===== src/rtl/instr_trip_persist.sv =====
// Instrumentation trip unit: per-channel setpoint compare, persistence filter and latched trip.
// Optional macro INSTR_TRIP_AUTOCLEAR_EN: latches self-clear after Persist non-tripping samples.
module instr_trip_chan #(
  parameter int   Width   = 32,
  parameter int   Persist = 4,
  parameter logic Low     = 1'b0,
  parameter logic Sgn     = 1'b0
) (
  input  logic             clk,
  input  logic             rst,
  input  logic             sample_valid,
  input  logic [Width-1:0] v,
  input  logic [Width-1:0] sp,
  input  logic [1:0]       mode,
  input  logic             trip_reset,
  output logic             raw_trip,
  output logic             trip_d,
  output logic             trip_out
);
  localparam int CW = $clog2(Persist + 1);
  localparam logic [CW-1:0] PMAX = CW'(Persist);

  logic lt, gt, cmp, trip_smp;
  logic [CW-1:0] cnt, cnt_d, cnt_inc;
  logic lat, lat_d;

  assign lt       = Sgn ? ($signed(v) < $signed(sp)) : (v < sp);
  assign gt       = Sgn ? ($signed(sp) < $signed(v)) : (sp < v);
  assign cmp      = Low ? lt : gt;
  assign trip_smp = sample_valid & cmp;
  assign cnt_inc  = (cnt == PMAX) ? PMAX : cnt + CW'(1);

`ifdef INSTR_TRIP_AUTOCLEAR_EN
  logic [CW-1:0] clr, clr_d, clr_inc;
  assign clr_inc = (clr == PMAX) ? PMAX : clr + CW'(1);
`endif

  always_comb begin
    cnt_d = cnt;
    lat_d = lat;
`ifdef INSTR_TRIP_AUTOCLEAR_EN
    clr_d = clr;
`endif
    if (mode == 2'd0) begin
      cnt_d = '0;
      lat_d = 1'b0;
`ifdef INSTR_TRIP_AUTOCLEAR_EN
      clr_d = '0;
`endif
    end else begin
      if (trip_smp) begin
        cnt_d = cnt_inc;
        if (cnt_inc == PMAX) lat_d = 1'b1;
      end else if (sample_valid) begin
        cnt_d = '0;
      end
`ifdef INSTR_TRIP_AUTOCLEAR_EN
      if (trip_smp) clr_d = '0;
      else if (sample_valid) begin
        clr_d = clr_inc;
        if (clr_inc == PMAX) lat_d = 1'b0;
      end
`else
      // a trip in the same cycle wins over the operator clear
      if (trip_reset && !raw_trip && !trip_smp) lat_d = 1'b0;
`endif
    end
    case (mode)
      2'd0:    trip_d = 1'b0;
      2'd1:    trip_d = lat_d;
      default: trip_d = 1'b1;
    endcase
  end

  always_ff @(posedge clk or posedge rst) begin
    if (rst) begin
      raw_trip <= 1'b0;
      trip_out <= 1'b0;
      cnt      <= '0;
      lat      <= 1'b0;
`ifdef INSTR_TRIP_AUTOCLEAR_EN
      clr      <= '0;
`endif
    end else begin
      if (sample_valid) raw_trip <= cmp;
      trip_out <= trip_d;
      cnt      <= cnt_d;
      lat      <= lat_d;
`ifdef INSTR_TRIP_AUTOCLEAR_EN
      clr      <= clr_d;
`endif
    end
  end

`ifdef INSTR_TRIP_AUTOCLEAR_EN
  logic unused_reset;
  assign unused_reset = trip_reset;
`endif
endmodule

module instr_trip_persist #(
  parameter int NChannels = 3,
  parameter int Width     = 32,
  parameter int Persist   = 4,
  parameter logic [NChannels-1:0] LowTripMask = 3'b100,
  parameter logic [NChannels-1:0] SignedMask  = 3'b100
) (
  input  logic                       clk,
  input  logic                       rst,
  input  logic                       sample_valid,
  input  logic [NChannels*Width-1:0] vals,
  input  logic [NChannels*Width-1:0] setpoints,
  input  logic [NChannels*2-1:0]     mode,
  input  logic                       trip_reset,
  output logic [NChannels-1:0]       raw_trip,
  output logic [NChannels-1:0]       trip_out,
  output logic                       any_trip
);
  logic [NChannels-1:0] trip_d;

  for (genvar c = 0; c < NChannels; c++) begin : g_ch
    instr_trip_chan #(
      .Width(Width), .Persist(Persist),
      .Low(LowTripMask[c]), .Sgn(SignedMask[c])
    ) u_ch (
      .clk(clk), .rst(rst), .sample_valid(sample_valid),
      .v(vals[c*Width +: Width]), .sp(setpoints[c*Width +: Width]),
      .mode(mode[c*2 +: 2]), .trip_reset(trip_reset),
      .raw_trip(raw_trip[c]), .trip_d(trip_d[c]), .trip_out(trip_out[c])
    );
  end

  // registered from next-state trips so it lines up with trip_out
  always_ff @(posedge clk or posedge rst) begin
    if (rst) any_trip <= 1'b0;
    else     any_trip <= |trip_d;
  end
endmodule


===== config.mk =====
export PLATFORM = sky130hd
export DESIGN_NAME = instr_trip_persist
export DESIGN_NICKNAME = d
export VERILOG_FILES = /design/src/rtl/instr_trip_persist.sv
export SDC_FILE = /design/constraint.sdc
export NUM_CORES = 1
export LEC_CHECK = 0
export CAP_MARGIN = 10
export CELL_PAD_IN_SITES_DETAIL_PLACEMENT = 0
export CELL_PAD_IN_SITES_GLOBAL_PLACEMENT = 1
export CORE_MARGIN = 3
export CORE_UTILIZATION = 26
export DETAILED_ROUTE_END_ITERATION = 10
export GPL_TIMING_DRIVEN = 0
export PLACE_DENSITY = 0.91
export SYNTH_ARGS = -nofsm -noshare
export SYNTH_HDL_FRONTEND = slang
export SYNTH_SLANG_ARGS = --single-unit

===== constraint.sdc =====
create_clock -name clk -period 2.1 [get_ports clk]
set_input_delay 0.42 -clock clk [delete_from_list [all_inputs] [get_ports clk]]
set_output_delay 0.42 -clock clk [all_outputs]
set_load 0.01 [all_outputs]

==> run metrics <==
outcome finished with violations; failing checks setup timing; total grt overflow 0; Sequential Power Share between 10% and 20%; Comb pwr share 61.4%; Worst Path Required 2.22 ns; Routed Antenna Nets 0; Post-Syn Nets 733; CTS tree done; Cells after Synth 432; Largest stage delay, worst path 0.54 ns; port bufs 207; Clk Tree Root Cell clkbuf_16; nets 977; ANT cells 0; Startpoint Class input port; placed cell areas between 0.005 and 0.006 sq mm; Layout Cells excl Fill 847; routing usage on met2 34.53%; WL/cell between 15 and 20 microns; initial antenna violation count 0; CTS Buf Count 3; vias in the first global route 4465; IO Pins between 200 and 250; cells along the critical path buf_8, inv_12, ha_4, a211o_1, a31oi_1, o221ai_1, a31oi_1, and3_4, mux2i_2, a32oi_2, or4b_1; GR peak layer met2; insertion delay to the later sink of the worst-skew pair between 0.2 and 0.3 ns; final period utilization 118.3%; crit-path max FO 3; flops & latches, synth 19; critical path's slowest cell or4b_1; Reg clk slew, reported paths approximately 0.06 ns; Max Cap Violations 0; peak supply drop 0.2813 mV; worst setup path category in2reg; CTS max path bufs 2; aggregate global-route resource usage 17.08%; biggest area consumer among synthesized cells ha_1; via/cell ratio 4.721; synth top area cells ha_1, dfrtp_1, inv_1; Worst-Margin Slew between 0.7 and 0.8 ns; dpl hpwl around 9.6 mm; Worst Slack Setup Final -0.3852 ns; Critical Path End Type flop; Most used DFF post-synth dfrtp_1; overall power between 2 and 2.5 mW; Routed Wire Length 13.10 mm; Die Width 120.1 microns; Initial DRT Pass Iterations 4; CTS Sinks 19; H-tree depth 1; post-synthesis sequential area ratio 14.06%; synthesized area per cell between 7 and 8 sq um; hold slack just over 0.4 ns; layout cells sized above 1 50.07%; Leak 3.342 nW; Yosys warnings 0; Routability Congestion 0.8113; die area 0.01441 sq mm; Clk pwr share 18.6%; Final Instance Area 0.007042 sq mm; Area Overhead vs Synth 108.2%; Sw Share about a third; GR Util met1 between 15 and 20%; Synth cell types 42; total number of vias around 4000; Max Fclk just over 0.4 GHz; cell row count 41; fin util 55.57%; pin count of the biggest net entering global routing 20; setup TNS -1.528 ns; first-pass GRT wire length 20.33 mm; initial core utilization 26.69%; Die Ht 120.1 microns; Hold Vio Cnt, Final 0; final setup violation count 12; min-delay worst type in2reg; worst path arrival time 2.61 ns; most frequent CP cell a31oi_1; met3 Usage GRT 3.534%; max-slew violations 0; DRT iter0 DRCs approximately 110; P per Cell Area just over 300 mW/mm^2; Synth top area share between 30% and 40%; area of the core 0.01267 sq mm; Slew HR 51.17%; placed insts 811; Post-synth ARST share between 90% and 100%; Setup WS pre-CTS -1.281 ns; RSZ-0062 raised after global routing yes; Post-synth EDFFs 0; Cell Int Power 1.394 mW; drc violations 0; Final min period around 2.5 ns; Net Sw Power 0.7541 mW; Synth Cell Area 0.003382 sq mm; Final Skew 0.002376 ns
what timing repair did:
item                                   4_1_cts  5_1_grt
buffers inserted                            29        7
pin swaps                                  167       49
setup endpoints to repair                   19       19
endpoints found under the hold margin        0        0
resized for setup                          577       98
hold buffers                                 0        0
cells in the mapped netlist (3+ instances only):
master,number
a22oi_1,9
nor2_1,19
xor2_1,3
dfrtp_1,19
nor2b_1,3
a211oi_1,6
nand2_1,16
inv_1,107
a31oi_1,5
buf_4,6
nand4_1,13
nand3_1,8
ha_1,99
o21ai_0,14
a21o_1,23
nand2b_1,6
a21oi_1,37
nor3_1,5
power groups by stage:
stage	registers [mW]	logic, mW	clock network, mW
after global placement	0.429	0.981	0
after detailed placement	0.432	1.02	0
after floorplan	0.425	0.485	0
final	0.428	1.32	0.400
after global routing	0.432	1.46	0.419
after CTS	0.427	1.25	0.407
area by class of cell:
cell class | count | area (sq um)
plain buffers | 8 | 61.31
clock buffers | 3 | 75.07
clock inverters | 1 | 5.005
flip-flops and latches | 19 | 475.5
multi-input cells | 297 | 3727
inverters | 107 | 424.2
fillers | 1162 | 5629
well taps | 172 | 215.2
repair buffers | 240 | 2058
cell families after synthesis:
kind of cell | count (synthesis) | share of synthesized area, %
adder cells (fa/ha/maj) | 99 | 36.63
XOR/XNOR | 4 | 1.036
buffers and inverters | 116 | 13.84
flip-flops | 19 | 14.06
AO/OA/AOI/OAI | 110 | 21.20
AND/OR/NAND/NOR | 83 | 12.95
multiplexers | 1 | 0.2960
registers in the layout, summed over array words and instances, names as in the netlist:
name / count
g_ch.u_ch.lat: 3
g_ch.u_ch.raw_trip: 3
any_trip: 1
g_ch.u_ch.cnt: 9
g_ch.u_ch.trip_out: 3
worst max-delay path: cells and delay by family:
| family | cells | cell delay, ns |
|---|---|---|
| AO/OA/AOI/OAI | 5 | 0.84 |
| adder cells (fa/ha/maj) | 1 | 0.18 |
| buffers and inverters | 2 | 0.15 |
| multiplexers | 1 | 0.23 |
| AND/OR/NAND/NOR | 2 | 0.78 |
layer usage:
| layer | share of wire [%] | up-vias |
|---|---|---|
| li1 | - | 1983 |
| met1 | 36 | 1857 |
| met2 | 56 | 131 |
| met3 | 6.1 | 28 |
| met4 | 2.4 | 0 |
| met5 | 0 | - |
worst paths after layout:
path	startpoint	endpoint	slack (ns)	depth (start not counted)
worst min-delay path	sample_valid	g_ch[2].u_ch.raw_trip	0.41	2
max in group asynchronous	rst	g_ch[2].u_ch.raw_trip	1.03	2
worst max register to register	g_ch[2].u_ch.cnt[0]	any_trip	-0.04	8
worst min register to register	g_ch[1].u_ch.raw_trip	g_ch[1].u_ch.raw_trip	0.50	1
min in group asynchronous	rst	g_ch[0].u_ch.raw_trip	0.61	2
worst max-delay path	setpoints[66]	any_trip	-0.39	11
cells in the final DEF (no fill, tap or decap), types with 4 or more instances in the layout:
cell type         n
a22oi_2           5
ha_1             25
inv_4             4
o21ai_2           5
inv_2            57
clkdlybuf4s15_2   5
nor2_1           17
nand2b_1          6
a21o_1           23
nand2_1          10
a21oi_2          14
clkdlybuf4s50_1  27
dlymetal6s2s_1    5
nand3_2           4
a21oi_1          20
inv_1            45
o21ai_1           4
o21ai_0           5
dfrtp_1          19
buf_6            39
clkdlybuf4s15_1  17
buf_4            26
a22oi_1           4
buf_2            42
dlygate4sd2_1    72
nand4_1          13
ha_2             10
nand3_1           4
clkbuf_2         14
ha_4             64
a211oi_2          6
Power figures use the tool's default switching activity.
==> RTL change 1, RTL diff (config.mk and constraints unchanged) <==
Register the input `setpoints` before use, cleared by the reset. The logic sees it one clock later. The other inputs are not delayed to match.
--- a/src/rtl/instr_trip_persist.sv
+++ b/src/rtl/instr_trip_persist.sv
@@ -116,6 +116,17 @@
   output logic [NChannels-1:0]       trip_out,
   output logic                       any_trip
 );
+
+  logic [NChannels*Width-1:0] setpoints_q;
+
+  always_ff @(posedge clk or posedge rst) begin
+    if (rst) begin
+      setpoints_q <= '0;
+    end else begin
+      setpoints_q <= setpoints;
+    end
+  end
+
   logic [NChannels-1:0] trip_d;
 
   for (genvar c = 0; c < NChannels; c++) begin : g_ch
@@ -124,7 +135,7 @@
       .Low(LowTripMask[c]), .Sgn(SignedMask[c])
     ) u_ch (
       .clk(clk), .rst(rst), .sample_valid(sample_valid),
-      .v(vals[c*Width +: Width]), .sp(setpoints[c*Width +: Width]),
+      .v(vals[c*Width +: Width]), .sp(setpoints_q[c*Width +: Width]),
       .mode(mode[c*2 +: 2]), .trip_reset(trip_reset),
       .raw_trip(raw_trip[c]), .trip_d(trip_d[c]), .trip_out(trip_out[c])
     );
Function: changed (a bounded check fails within 4 cycles, from zero or initial values and one cycle with rst high).
==> RTL change 1 against the unedited design <==
The flow still finishes with violations (negative setup slack); wire length grew 17%; clock power grew to 8.1 times the old value; final area grew 40%; fmax shrank 1.4%; sequential cell count grew 96; synthesized area grew 71%; final cell count grew 25%; sequential share of layout area grew 22 points; count of clock-buffer cells in the layout grew 16; non-clock buffer count shrank 15; total power grew to 3.2 times the old value; worst setup slack lost 0.034 ns.
==> RTL change 1: results (changes against the unedited design) <==
[worst_setup_path]
r2r_start = setpoints_q[79]
arrival_ns = 2.81  ; +0.20 ns
rrSetupSlack_ns = -0.41  ; -0.37 ns
slowest_delay_ns = 0.41  ; -0.13 ns
critPathLaunch = vals[65]
reg2regPathDepth = 9  ; +1

[synthesis]
ys_top_cells_by_count = dfrtp_1 (115), inv_1 (108), ha_1 (99)
syn-num-nets = 827  ; +13%
synth_seq_area_share_pct = 49.7  ; +36 points
synthDistinctLibCells = 50  ; +19%
synth_cells = 526  ; +22%
synth.area.top_cells = dfrtp_1 (50%), ha_1 (21%), inv_1 (7.0%), a21oi_1 (2.9%), a21o_1 (2.6%)

[global_route]
grtUsageMet2_pct = 21.4  ; -13 points
grt_max_degree = 36  ; +80%
grt_pass1_wl_um = 23800  ; +17%
antenna_found_initial = 1  ; +1
track_usage_pct = 12.6  ; -4.5 points
grt_pass1_vias = 4838  ; +8.4%

[sta]
max_slew_margin_pct = 47.7  ; -3.4 points
layout_setup_ws_ns = -0.419  ; -0.0342 ns
setup_viol = 13  ; +1
skew_ns = 0.00882  ; +0.00644 ns

[power_and_ir_drop]
p_leak_nw = 4.65  ; +39%
ir_drop_mv = 0.604  ; +110%

[place]
gp_congestion = 0.752  ; -7.3%
dp_hpwl_um = 11700  ; +21%
placedCellCount = 1012  ; +25%
post-place-ws_ns = -1.05  ; +0.230 ns
port_buffers = 208  ; +0.48%
placed_area_um2 = 8450  ; +45%

[clock_tree]
cts_inserted_buffers = 17  ; +14
htreeDepth = 4  ; +3

[detailed_routing]
wl_met1_um = 6360  ; +35%
drt-total-wl_um = 15300  ; +17%
highest_layer = met5
route.met2.wl_um = 7770  ; +6.8%

[min_path]
hold_start = setpoints[49]
min_path_cells = 1  ; -1

[status]
outcome = finished, violations left
violations = negative setup slack

[layout]
layout-drive-gt1-share_pct = 22.1  ; -28 points

-- RTL change 1: changes by cell type in the layout (fill, tap and decap cells not counted), moves of 14 or more --
cell / before / now
inv_1: 45 / 85
dfrtp_1: 19 / 115
buf_6: 39 / 6
buf_2: 42 / 0
ha_4: 64 / 35
clkdlybuf4s50_1: 27 / 169
clkbuf_16: 3 / 17
ha_1: 25 / 61
dlygate4sd2_1: 72 / 21
inv_2: 57 / 21
clkdlybuf4s15_1: 17 / 0
clkbuf_2: 14 / 0
-- RTL change 1: cell type report --
type | count | area (um^2)
inverter | 108 | 417
multi-input combinational | 296 | 3210
clock buffer | 19 | 453
sequential | 115 | 2880
fill | 1988 | 11600
clock inverter | 13 | 206
timing repair buffer | 226 | 2300
buffer | 7 | 48.8
tap | 275 | 344
-- RTL change 1: what timing repair did --
item                       CTS  global route
gates resized for setup     74            81
setup buffers                7             9
setup endpoints to repair   16            19
pin swaps                   39            38
hold buffers                 0             0
hold endpoints to repair     0             0
-- RTL change 1: cells by family after synthesis --
| logic type | synth area share, % |
|---|---|
| AO/OA/AOI/OAI | 13.3 |
| XOR/XNOR | 0.605 |
| adder cells (fa/ha/maj) | 21.4 |
| buffers and inverters | 7.84 |
| flip-flops | 49.7 |
| AND/OR/NAND/NOR | 7.19 |
-- RTL change 1: power breakdown --
part           internal [W]  total [W]  switching, W  leakage (nW)
combinational      0.000762    0.00129      0.000528          2.98
clock               0.00217    0.00324       0.00108         0.307
sequential          0.00234    0.00241     0.0000706          1.36
-- RTL change 1: worst max-delay path, delay by kind of cell --
| family | cells | cell delay (ns) |
|---|---|---|
| AOI/OAI and AO/OA | 5 | 1.39 |
| xor gates and xnor gates | 1 | 0.19 |
| adders and majority gates | 1 | 0.31 |
| buffers and inverters | 1 | 0.41 |
| and+or+nand+nor | 1 | 0.10 |
==> RTL change 2, RTL diff (same settings) <==
Made on the original files. Build with the macro `INSTR_TRIP_AUTOCLEAR_EN` defined.
--- a/src/rtl/instr_trip_persist.sv
+++ b/src/rtl/instr_trip_persist.sv
@@ -1,5 +1,7 @@
 // Instrumentation trip unit: per-channel setpoint compare, persistence filter and latched trip.
 // Optional macro INSTR_TRIP_AUTOCLEAR_EN: latches self-clear after Persist non-tripping samples.
+`define INSTR_TRIP_AUTOCLEAR_EN
+
 module instr_trip_chan #(
   parameter int   Width   = 32,
   parameter int   Persist = 4,
Formal check against the unedited RTL: not equivalent (Yosys sat finds a counterexample within 10 cycles, from zero or initial values and one cycle with rst high).
==> RTL change 2 against the unedited design <==
The run still ends with negative setup slack left; global-route usage decreased by 2.2 points; total power increased by 28%; worst setup slack improved by 0.14 ns; final area increased by 13%; synthesized area increased by 18%; worst hold slack improved by 0.072 ns; sequential share of layout area increased by 2.1 points; clock skew increased by 0.0028 ns; sequential cell count increased by 9; wire length increased by 5.1%; critical path type unchanged.
==> RTL change 2: results (changes against the unedited design) <==
[layout]
fillers = 1340  ; +15%
layout-drive-gt1-share_pct = 46.9  ; -3.2 points
layout_commonest_cell = dlygate4sd2_1
nets = 1069  ; +9.4%
reg.largest.list = g_ch.u_ch.clr (9), g_ch.u_ch.cnt (9)

[synthesis]
ys_async_sr_fraction_pct = 100  ; unchanged
synthDistinctLibCells = 54  ; +29%
synth-main-ff-cell = dfrtp_1
synth.area.top_cells = ha_1 (33%), dfrtp_1 (18%), inv_1 (11%), a21oi_1 (7.3%), nand2_1 (5.0%)
ys_warn_count = 0  ; unchanged
syn-num-nets = 827  ; +13%
ys_top_cells_by_count = inv_1 (115), ha_1 (105), a21oi_1 (58)
synth_seq_area_share_pct = 17.6  ; +3.5 points

[sta]
max_slew_margin_pct = 57.3  ; +6.2 points
setup_viol = 8  ; -4
skew_ns = 0.00522  ; +0.00284 ns
layout_setup_ws_ns = -0.243  ; +0.143 ns

[power_and_ir_drop]
ir_drop_mv = 0.350  ; +25%
p_leak_nw = 3.67  ; +9.7%

[place]
placed_area_um2 = 6410  ; +10%
port_buffers = 207  ; unchanged
gp_congestion = 0.804  ; -0.90%
dp_hpwl_um = 9880  ; +2.5%

[clock_tree]
htreeDepth = 1  ; unchanged
clk_pin_slew_ns = 0.07
worstSkewPairLatency_ns = 0.27  ; +0.02 ns
cts_root_buf = clkbuf_16
cts_inserted_buffers = 3  ; unchanged
clockBufferDepth = 2  ; unchanged

[status]
outcome = finished, violations left
violations = negative setup slack

[detailed_routing]
vias_per_cell = 4.76  ; +0.80%
initialDrtViolationCount = 75  ; -29%
wl_per_cell_um = 14.6  ; -5.9%
firstDrtPassIters = 4  ; unchanged

[global_route]
track_usage_pct = 14.9  ; -2.2 points
grt_pass1_vias = 4668  ; +4.5%
grt_pass1_wl_um = 20900  ; +2.6%
grt_max_degree = 29  ; +45%
antenna_found_initial = 0  ; unchanged

[worst_setup_path]
worstPathMaxFanout = 3  ; unchanged
arrival_ns = 2.53  ; -0.08 ns

[min_path]
hp-class = input port to async pin

==> RTL change 2: worst max-delay path, cell delays in order <==
cell      delay, ns
buf_8          0.07
clkinv_4       0.04
ha_4           0.23
and4_4         0.19
a221o_1        0.35
a2111o_1       0.46
o31a_1         0.32
a311o_1        0.31
nand4b_1       0.14
==> RTL change 2: area by class of cell <==
cell class | instances | area share (%)
flip-flops and latches | 28 | 8.84
multi-input cells | 366 | 54.5
inverters | 115 | 5.60
plain buffers | 10 | 0.789
clock buffers | 3 | 0.947
well taps | 184 | 2.90
diodes | 1 | 0.0316
clock inverters | 1 | 0.379
repair buffers | 238 | 26.0
==> RTL change 2: through the flow <==
step,std cells,worst slack [ns],setup TNS (ns),utilization [%],total power (W)
after floorplan,520,-0.167,-0.362,-,0.00119
after global routing,945,-0.284,-1.45,53.7,0.00293
after detailed placement,911,-0.906,-18.54,43.5,0.00174
final,946,-0.243,-0.795,53.7,0.00274
after CTS,941,-0.277,-1.16,51.4,0.00260
after global placement,911,-0.920,-18.05,43.5,0.00172
==> RTL change 2: worst paths after layout <==
check | start | end | slack (ns) | cells after the start
worst max-delay path | vals[55] | any_trip | -0.24 | 9
worst min-delay path | rst | g_ch[2].u_ch.cnt[1] | 0.48 | 2
worst max register to register | g_ch[0].u_ch.clr[0] | any_trip | 0.07 | 8
worst min register to register | g_ch[1].u_ch.raw_trip | g_ch[1].u_ch.raw_trip | 0.48 | 1
max in group asynchronous | rst | g_ch[1].u_ch.lat | 1.16 | 3
min in group clk | g_ch[1].u_ch.raw_trip | g_ch[1].u_ch.raw_trip | 0.48 | 1
==> RTL change 2: repair_timing <==
action	4_1_cts	5_1_grt
endpoints found under the setup margin	28	24
pin swaps	166	122
gates resized for setup	488	180
cloned	0	0
setup buffers	27	5
==> RTL change 2: logic make-up (layout without fill, tap and decap cells) <==
family	after synthesis	after routing	share of synthesized area, %
DFF	28	28	17.6
xor gates and xnor gates	5	5	1.10
buffers and inverters	126	367	12.4
and+or+nand+nor	128	128	15.7
other	0	1	0
muxes	1	1	0.251
AOI/OAI and AO/OA	127	127	19.9
adders and majority gates	105	105	33.0
==> RTL change 2: metal layers <==
layer / vias up / routed length, um / track usage (%)
li1: 2269 / - / -
met1: 2092 / 5430 / 17.2
met2: 120 / 7380 / 29.0
met3: 21 / 687 / 2.70
met4: 0 / 279 / 2.26
met5: - / 0 / 0
==> RTL change 2: where the power goes <==
part,switching (W),internal (W)
clock,0.000197,0.000380
combinational,0.000697,0.000836
sequential,0.0000410,0.000589
